### src/rtl/reset_seq.sv
// reset_seq: PLL-lock driven reset sequencer with staggered channel release.
// Optional lock-loss event counter enabled by defining RESET_SEQ_LOSS_COUNT_EN. Rev 1.0
`default_nettype none

module reset_seq #(
  parameter int NUM_CH      = 4,
  parameter int STRETCH     = 16,
  parameter int STAGGER     = 8,
  parameter int LOCK_FILTER = 4,
  parameter int CNT_W       = 8
) (
  input  logic              clk_in,
  input  logic              resetb_in,
  input  logic              lock_in,
  input  logic              sw_reset_req,
  output logic [NUM_CH-1:0] reset_out,
  output logic              all_released,
  output logic [1:0]        state_out,
  output logic [CNT_W-1:0]  lock_loss_count
);

  localparam int TMAX = (STRETCH > STAGGER) ? STRETCH : STAGGER;
  localparam int TW   = $clog2(TMAX + 1);
  localparam int IW   = $clog2(NUM_CH) + 1;
  localparam int FW   = $clog2(LOCK_FILTER + 1);

  localparam logic [TW-1:0] STRETCH_LAST = TW'(STRETCH - 1);
  localparam logic [TW-1:0] STAGGER_LAST = TW'(STAGGER - 1);
  localparam logic [FW-1:0] FILT_LAST    = FW'(LOCK_FILTER - 1);
  localparam logic [IW-1:0] CH_LAST      = IW'(NUM_CH - 1);

  typedef enum logic [1:0] {
    S_WAIT_LOCK = 2'd0,
    S_STRETCH   = 2'd1,
    S_RELEASE   = 2'd2,
    S_RUN       = 2'd3
  } state_t;

  state_t            state_q, state_d;
  logic [TW-1:0]     timer_q, timer_d;
  logic [FW-1:0]     filt_q, filt_d;
  logic [IW-1:0]     ch_q, ch_d;
  logic [NUM_CH-1:0] rst_q, rst_d;
  logic              rel_q, rel_d;
  logic              sync1_q, lock_s_q;
  logic              loss_w;

  // lock_in is asynchronous to clk_in
  always_ff @(posedge clk_in or negedge resetb_in) begin
    if (!resetb_in) begin
      sync1_q  <= 1'b0;
      lock_s_q <= 1'b0;
    end else begin
      sync1_q  <= lock_in;
      lock_s_q <= sync1_q;
    end
  end

  always_ff @(posedge clk_in or negedge resetb_in) begin
    if (!resetb_in) begin
      state_q <= S_WAIT_LOCK;
      timer_q <= '0;
      filt_q  <= '0;
      ch_q    <= '0;
      rst_q   <= '1;
      rel_q   <= 1'b0;
    end else begin
      state_q <= state_d;
      timer_q <= timer_d;
      filt_q  <= filt_d;
      ch_q    <= ch_d;
      rst_q   <= rst_d;
      rel_q   <= rel_d;
    end
  end

  always_comb begin
    state_d = state_q;
    timer_d = timer_q;
    filt_d  = '0;
    ch_d    = ch_q;
    rst_d   = rst_q;
    loss_w  = 1'b0;

    if (state_q != S_WAIT_LOCK && !lock_s_q) begin
      if (filt_q == FILT_LAST) loss_w = 1'b1;
      else                     filt_d = filt_q + 1'b1;
    end

    // Lock loss takes priority over a coincident software request
    if (loss_w) begin
      state_d = S_WAIT_LOCK;
      rst_d   = '1;
      timer_d = '0;
      ch_d    = '0;
    end else if (sw_reset_req && state_q != S_WAIT_LOCK) begin
      state_d = S_STRETCH;
      rst_d   = '1;
      timer_d = '0;
      ch_d    = '0;
    end else begin
      case (state_q)
        S_WAIT_LOCK: begin
          rst_d   = '1;
          timer_d = '0;
          ch_d    = '0;
          if (lock_s_q) state_d = S_STRETCH;
        end
        S_STRETCH: begin
          if (timer_q == STRETCH_LAST) begin
            timer_d  = '0;
            rst_d[0] = 1'b0;
            ch_d     = IW'(1);
            state_d  = (NUM_CH == 1) ? S_RUN : S_RELEASE;
          end else begin
            timer_d = timer_q + 1'b1;
          end
        end
        S_RELEASE: begin
          if (timer_q == STAGGER_LAST) begin
            timer_d = '0;
            for (int k = 0; k < NUM_CH; k++) begin
              if (IW'(k) == ch_q) rst_d[k] = 1'b0;
            end
            ch_d = ch_q + 1'b1;
            if (ch_q == CH_LAST) state_d = S_RUN;
          end else begin
            timer_d = timer_q + 1'b1;
          end
        end
        S_RUN: begin
          rst_d = '0;
        end
        default: begin
          state_d = S_WAIT_LOCK;
          rst_d   = '1;
        end
      endcase
    end

    rel_d = (state_d == S_RUN);
  end

`ifdef RESET_SEQ_LOSS_COUNT_EN
  logic [CNT_W-1:0] cnt_q;

  always_ff @(posedge clk_in or negedge resetb_in) begin
    if (!resetb_in)                cnt_q <= '0;
    else if (loss_w && cnt_q != '1) cnt_q <= cnt_q + 1'b1;
  end

  assign lock_loss_count = cnt_q;
`else
  assign lock_loss_count = '0;
`endif

  assign reset_out    = rst_q;
  assign all_released = rel_q;
  assign state_out    = state_q;

endmodule

`default_nettype wire

### config.mk
export PLATFORM = sky130hd
export DESIGN_NAME = reset_seq
export DESIGN_NICKNAME = d
export VERILOG_FILES = /design/src/rtl/reset_seq.sv
export SDC_FILE = /design/constraint.sdc
export NUM_CORES = 1
export LEC_CHECK = 0
export ABC_AREA = 1
export CAP_MARGIN = 15
export CORE_ASPECT_RATIO = 1.4
export CORE_MARGIN = 2
export CORE_UTILIZATION = 59
export DETAILED_ROUTE_END_ITERATION = 12
export DONT_BUFFER_PORTS = 1
export PLACE_DENSITY = 0.75
export SLEW_MARGIN = 20
export SYNTH_ARGS = -nofsm -noshare
export SYNTH_HDL_FRONTEND = slang
export SYNTH_SLANG_ARGS = --single-unit
### constraint.sdc
create_clock -name clk_in -period 2.8 [get_ports clk_in]
set_clock_uncertainty 0.15 [all_clocks]
set_input_delay 0.42 -clock clk_in [delete_from_list [all_inputs] [get_ports clk_in]]
set_output_delay 0.42 -clock clk_in [all_outputs]
set_load 0.005 [all_outputs]
# Word level (Yosys, flattened, before mapping)
# Index checks and enable logic that the tools add are counted.
# W data, S select, Z words.
[op_classes] eq_ne=17 reduce_logical=13 muxes=31 addsub=3
[ops] cell="$ne A4 B4 Y1 const B" count=6
[ops] cell="$mux W5" count=4
[ops] cell="$mux W3" count=6
[ops] cell="$pmux W3 S3" count=2
[ops] cell="$pmux W5 S3" count=1
[ops] cell="$reduce_and A3 Y1" count=5
[ops] cell="$mux W2" count=6
[ops] cell="$mux W4" count=3
[ops] cell="$reduce_bool A5 Y1" count=2
[ops] cell="$mux W1" count=7
[ops] cell="$add A3 B1 Y3 const B" count=2
[ops] cell="$eq A2 B2 Y1 const B" count=3
[ops] cell="$eq A2 B3 Y1 const A" count=2
[ops] cell="$eq A3 B2 Y1 const B" count=2
[ops] cell="$pmux W2 S3" count=1
[ops] cell="$add A5 B1 Y5 const B" count=1
[ops] cell="$eq A5 B3 Y1 const B" count=1
[ops] cell="$eq A5 B4 Y1 const B" count=1
[ops] cell="$pmux W1 S4" count=1
[ops] cell="$eq A1 B3 Y1 const A" count=1
[ops] cell="$logic_not A3 Y1" count=1
[ops] cell="$eq A2 B1 Y1 const B" count=1
[ops] cell="$logic_and A1 B1 Y1" count=2
[ops] cell="$logic_not A2 Y1" count=1
[ops] cell="other kinds (2)" count=2
[totals] wordCells=75 ff_bits=20 in_bits=4

# Longest topological paths before layout
[depth] word_depth=7 mapped_depth=11 depth_no_buf=11

# Worst setup path before layout
# OpenSTA, ideal clock, no wires.
[synth_path] path_kind="register to register" from="register state_q[0], in the netlist state_out[0]" to="register ch_q[0]" period_less_slack_ns=1.688 n_path_buf=0 arrival_ns=1.421 setup_ns=0.117 t_required_ns=2.533 path_stages_with_launch=11 slack_ns=1.112 path_cell_list="dfrtp_1 inv_1 ha_1 inv_4 nand2_4 nor2_8 nor2_8 nand2_2 nand2_2 nand2_1 nand2_1"
[synth_between] elab_chain_cells=5 elab_cells_between_ends=14 classes_between="eq/ne: 4; mux: 4; reduce/logical: 6"
[synth_lines] element="start, declared" line="39" source="state_t state_q, state_d;"
[synth_lines] element="start signal, assigned" line="68" source="state_q <= state_d;"
[synth_lines] element="$reduce_bool A2 Y1" line="85, 96"
[synth_lines] element="$logic_and A1 B1 Y1" line="85" source="if (state_q != S_WAIT_LOCK && !lock_s_q) begin"
[synth_lines] element="$mux W1" line="85"
[synth_lines] element="$ne A4 B4 Y1 (no line) or $reduce_bool A5 Y1 (tied branches)"
[synth_lines] element="$reduce_and A3 Y1 (no line)"
[synth_lines] element="end signal, assigned" line="71" source="ch_q <= ch_d;"
[synth_lines] element="end, declared" line="42" source="logic [IW-1:0] ch_q, ch_d;"
# Several ways; a longest one is shown, not always the timed one.
# A chain may end at the register's enable or synchronous reset.

# Worst setup path after layout
# Ends and elaborated chain as after synthesis.

==> metrics.md <==
| Metric | Value |
|---|---|
| Antenna Nets Post-Route | 0 |
| Ys flop type | dfrtp_1 |
| Worst-skew pair later-pin latency | 0.31 ns |
| Post-synth EDFFs | 0 |
| Total power per unit cell area | 714 nW/um^2 |
| Pre-Repair DR Iteration Count | 4 |
| I/O pins | 19 |
| GRT Util Overall | 20.8% |
| Gate Count Post-Synth | 173 |
| Syn Std Cell Area | 1390 um^2 |
| Root buffer cell | clkbuf_4 |
| TritonCTS Buffers | 3 |
| Post-synth ARST share | 100% |
| Die width | 45.0 um |
| CP cell instances | inv_1 > ha_1 > inv_4 > nand2_4 > nor2_8 > nor2_8 > nand2_2 > nand2_2 > nand2_1 > nand2_1 |
| Htree depth | 1 |
| Vias | 1,054 |
| Residual DRC count | 0 |
| Yosys top cell area share | 28.9% |
| Setup violators final | 0 |
| CTS tree | done |
| Clock sink count | 20 |
| Largest area contributor in the synthesized netlist | dfrtp_1 |
| DRT iter0 DRCs | 24 |
| Final Hold Fails | 0 |
| Slew Viols, Final | 0 |
| Peak supply drop | 0.430 mV |
| Syn-to-layout area delta | 3.61% |
| Worst path max stage delay | 0.51 ns |
| Max_slew headroom | 40.0% |
| Crit path capture type | flop |
| Largest family of logic cells by synthesized area | simple AND/OR/NAND/NOR gates |
| Status | complete, no violations |
| Core area | 2200 um^2 |
| DP Wirelength | 1950 um |
| Adder-Cell Fraction of Synth Area | 11.7% |
| Pin count of the biggest net entering global routing | 21 |
| Diode count | 0 |
| Starting Density | 63.0% |
| Lkg Pwr | 0.739 nW |
| Most frequent cell after synthesis | nand2_1 |
| Port bufs | 0 |
| DR WL/cell | 12.3 um |
| Final period util | 69.9% |
| Crit path launch type | flop |
| Post-synth top cells | nand2_1 (43), inv_1 (20), nand3_1 (19) |
| Yosys cell types | 24 |
| Max Cap Viol | 0 |
| Number of synthesis warnings | 0 |
| Worst slew pin tran | 0.897 ns |
| Max Root-Sink Buffers | 2 |
| Post-Route WL | 2460 um |
| Fmax | 0.511 GHz |
| Top cells by area, synth | dfrtp_1 (29%), ha_1 (12%), nand2_1 (12%), dfstp_2 (7.6%), nand3_1 (6.9%) |
| Vias in the first global route | 1,073 |
| RD Place Congestion | 0.823 |
| Compound-Gate Fraction of Synth Area | 3.79% |
| Total die area | 2760 um^2 |
| Antenna violations before repair | 0 |
| Hold WC Path Type | flop to flop |
| Critical-path maximum fanout | 6 |
| Synth Area in Simple Gates | 35.8% |
| Die Ht | 61.4 um |
| Avg Inst Size Synth | 8.02 um^2 |
| CTS clk-pin slew, worst paths | 0.11 ns |
| Required time of the critical path | 2.86 ns |
| Sequential area share after synthesis | 36.4% |
| Final net count | 196 |
| Hold Path Depth | 0 |
| Crit Path Category | flop to flop |
| Mux cell area share after synthesis | 0% |
| GRT overflow | 0 |
| CP arrival | 2.01 ns |
| #FFs+latches synth | 20 |
| Xor/xnor cell area share of the yosys netlist | 0.631% |
| First-pass GRT wire length | 4220 um |
| Tmin final | 1.96 ns |
| Final hold slack | 0.222 ns |
| Share of layout cells above drive strength 1 | 14.0% |
| Via density | 5.27 |
| TNS Setup | 0 ns |
| RSZ-0062 raised after global routing | no |
| Reg2Reg Depth | 10 |
| Worst path slowest cell | dfrtp_1 |
| Rows | 20 |
## metrics by stage
| stage | instance area [um^2] | utilization, % | setup WS, ns | power (mW) | cells |
|---|---|---|---|---|---|
| 6_report | 1440 | 65.3 | 0.842 | 1.03 | 200 |
| 5_1_grt | 1440 | 65.3 | 0.707 | 1.12 | 200 |
| 3_3_place_gp | 1380 | 62.7 | 0.910 | 0.840 | 194 |
| 2_1_floorplan | 1410 | - | 1.11 | 0.776 | 180 |
| 3_5_place_dp | 1380 | 62.7 | 0.861 | 0.858 | 194 |
| 4_1_cts | 1440 | 65.3 | 0.827 | 1.03 | 200 |
## per-layer routing
layer	global-route usage, %	up-vias	wire length [um]
li1	-	535	-
met1	24.0	488	1020
met2	37.6	24	1280
met3	1.76	7	78
met4	10.5	0	76
met5	0	-	0
## flip-flops by register name, summed over array words and instances (netlist names)
register / count
state_out: 2
timer_q: 5
filt_q: 3
ch_q: 3
all_released: 1
lock_s_q: 1
sync1_q: 1
reset_out: 4
## critical path: cells and delay by family (launching register included)
| kind | cells | cell delay (ns) |
|---|---|---|
| adders and majority gates | 1 | 0.30 |
| buffers and inverters | 2 | 0.26 |
| DFF | 1 | 0.51 |
| and+or+nand+nor | 7 | 0.62 |
## what timing repair did
| action | in CTS | in global routing |
|---|---|---|
| gates resized for setup | 0 | 0 |
| hold endpoints to repair | 21 | 0 |
| hold buffers | 2 | 0 |
| buffers inserted | 0 | 0 |
## worst paths after layout
check	slack, ns	to	from
min in group asynchronous	0.52	state_out[0]	resetb_in
max in group asynchronous	1.43	timer_q[1]	resetb_in
min reg2reg	0.22	lock_s_q	sync1_q
min	0.22	lock_s_q	sync1_q
max	0.84	ch_q[0]	state_out[0]
max reg2reg	0.84	ch_q[0]	state_out[0]
## cell usage in the layout (no fill, tap or decap), drive strengths merged, types with 2 or more instances in the layout
cell / Yosys / layout
nand2: 50 / 50
inv: 24 / 24
nor2: 23 / 23
nand3: 19 / 19
dfrtp: 16 / 16
ha: 13 / 13
conb: 1 / 8
a21oi: 5 / 5
dfstp: 4 / 4
o21ai: 4 / 4
clkbuf: 0 / 4
nor3: 2 / 2
dlygate4sd3: 0 / 2
## layout make-up
class | instances | area (um^2)
Fill cell | 192 | 764
Multi-Input combinational cell | 128 | 751
Sequential cell | 20 | 505
Inverter | 24 | 97.6
Clock buffer | 4 | 36.3
Tap cell | 22 | 27.5
Timing Repair Buffer | 2 | 20.0
## kinds of logic (layout without fill, tap and decap cells)
group                      after synthesis  count (layout)
buffers and inverters                   32              30
DFF                                     20              20
xor gates and xnor gates                 1               1
adders and majority gates               13              13
and+or+nand+nor                         96              96
AOI/OAI and AO/OA                       10              10
other                                    1               8
## where the power goes
part           switching, mW  internal (mW)
clock network         0.0887         0.0795
registers             0.0479          0.343
logic                  0.310          0.158
No activity file was read; power rests on OpenSTA's default activity.
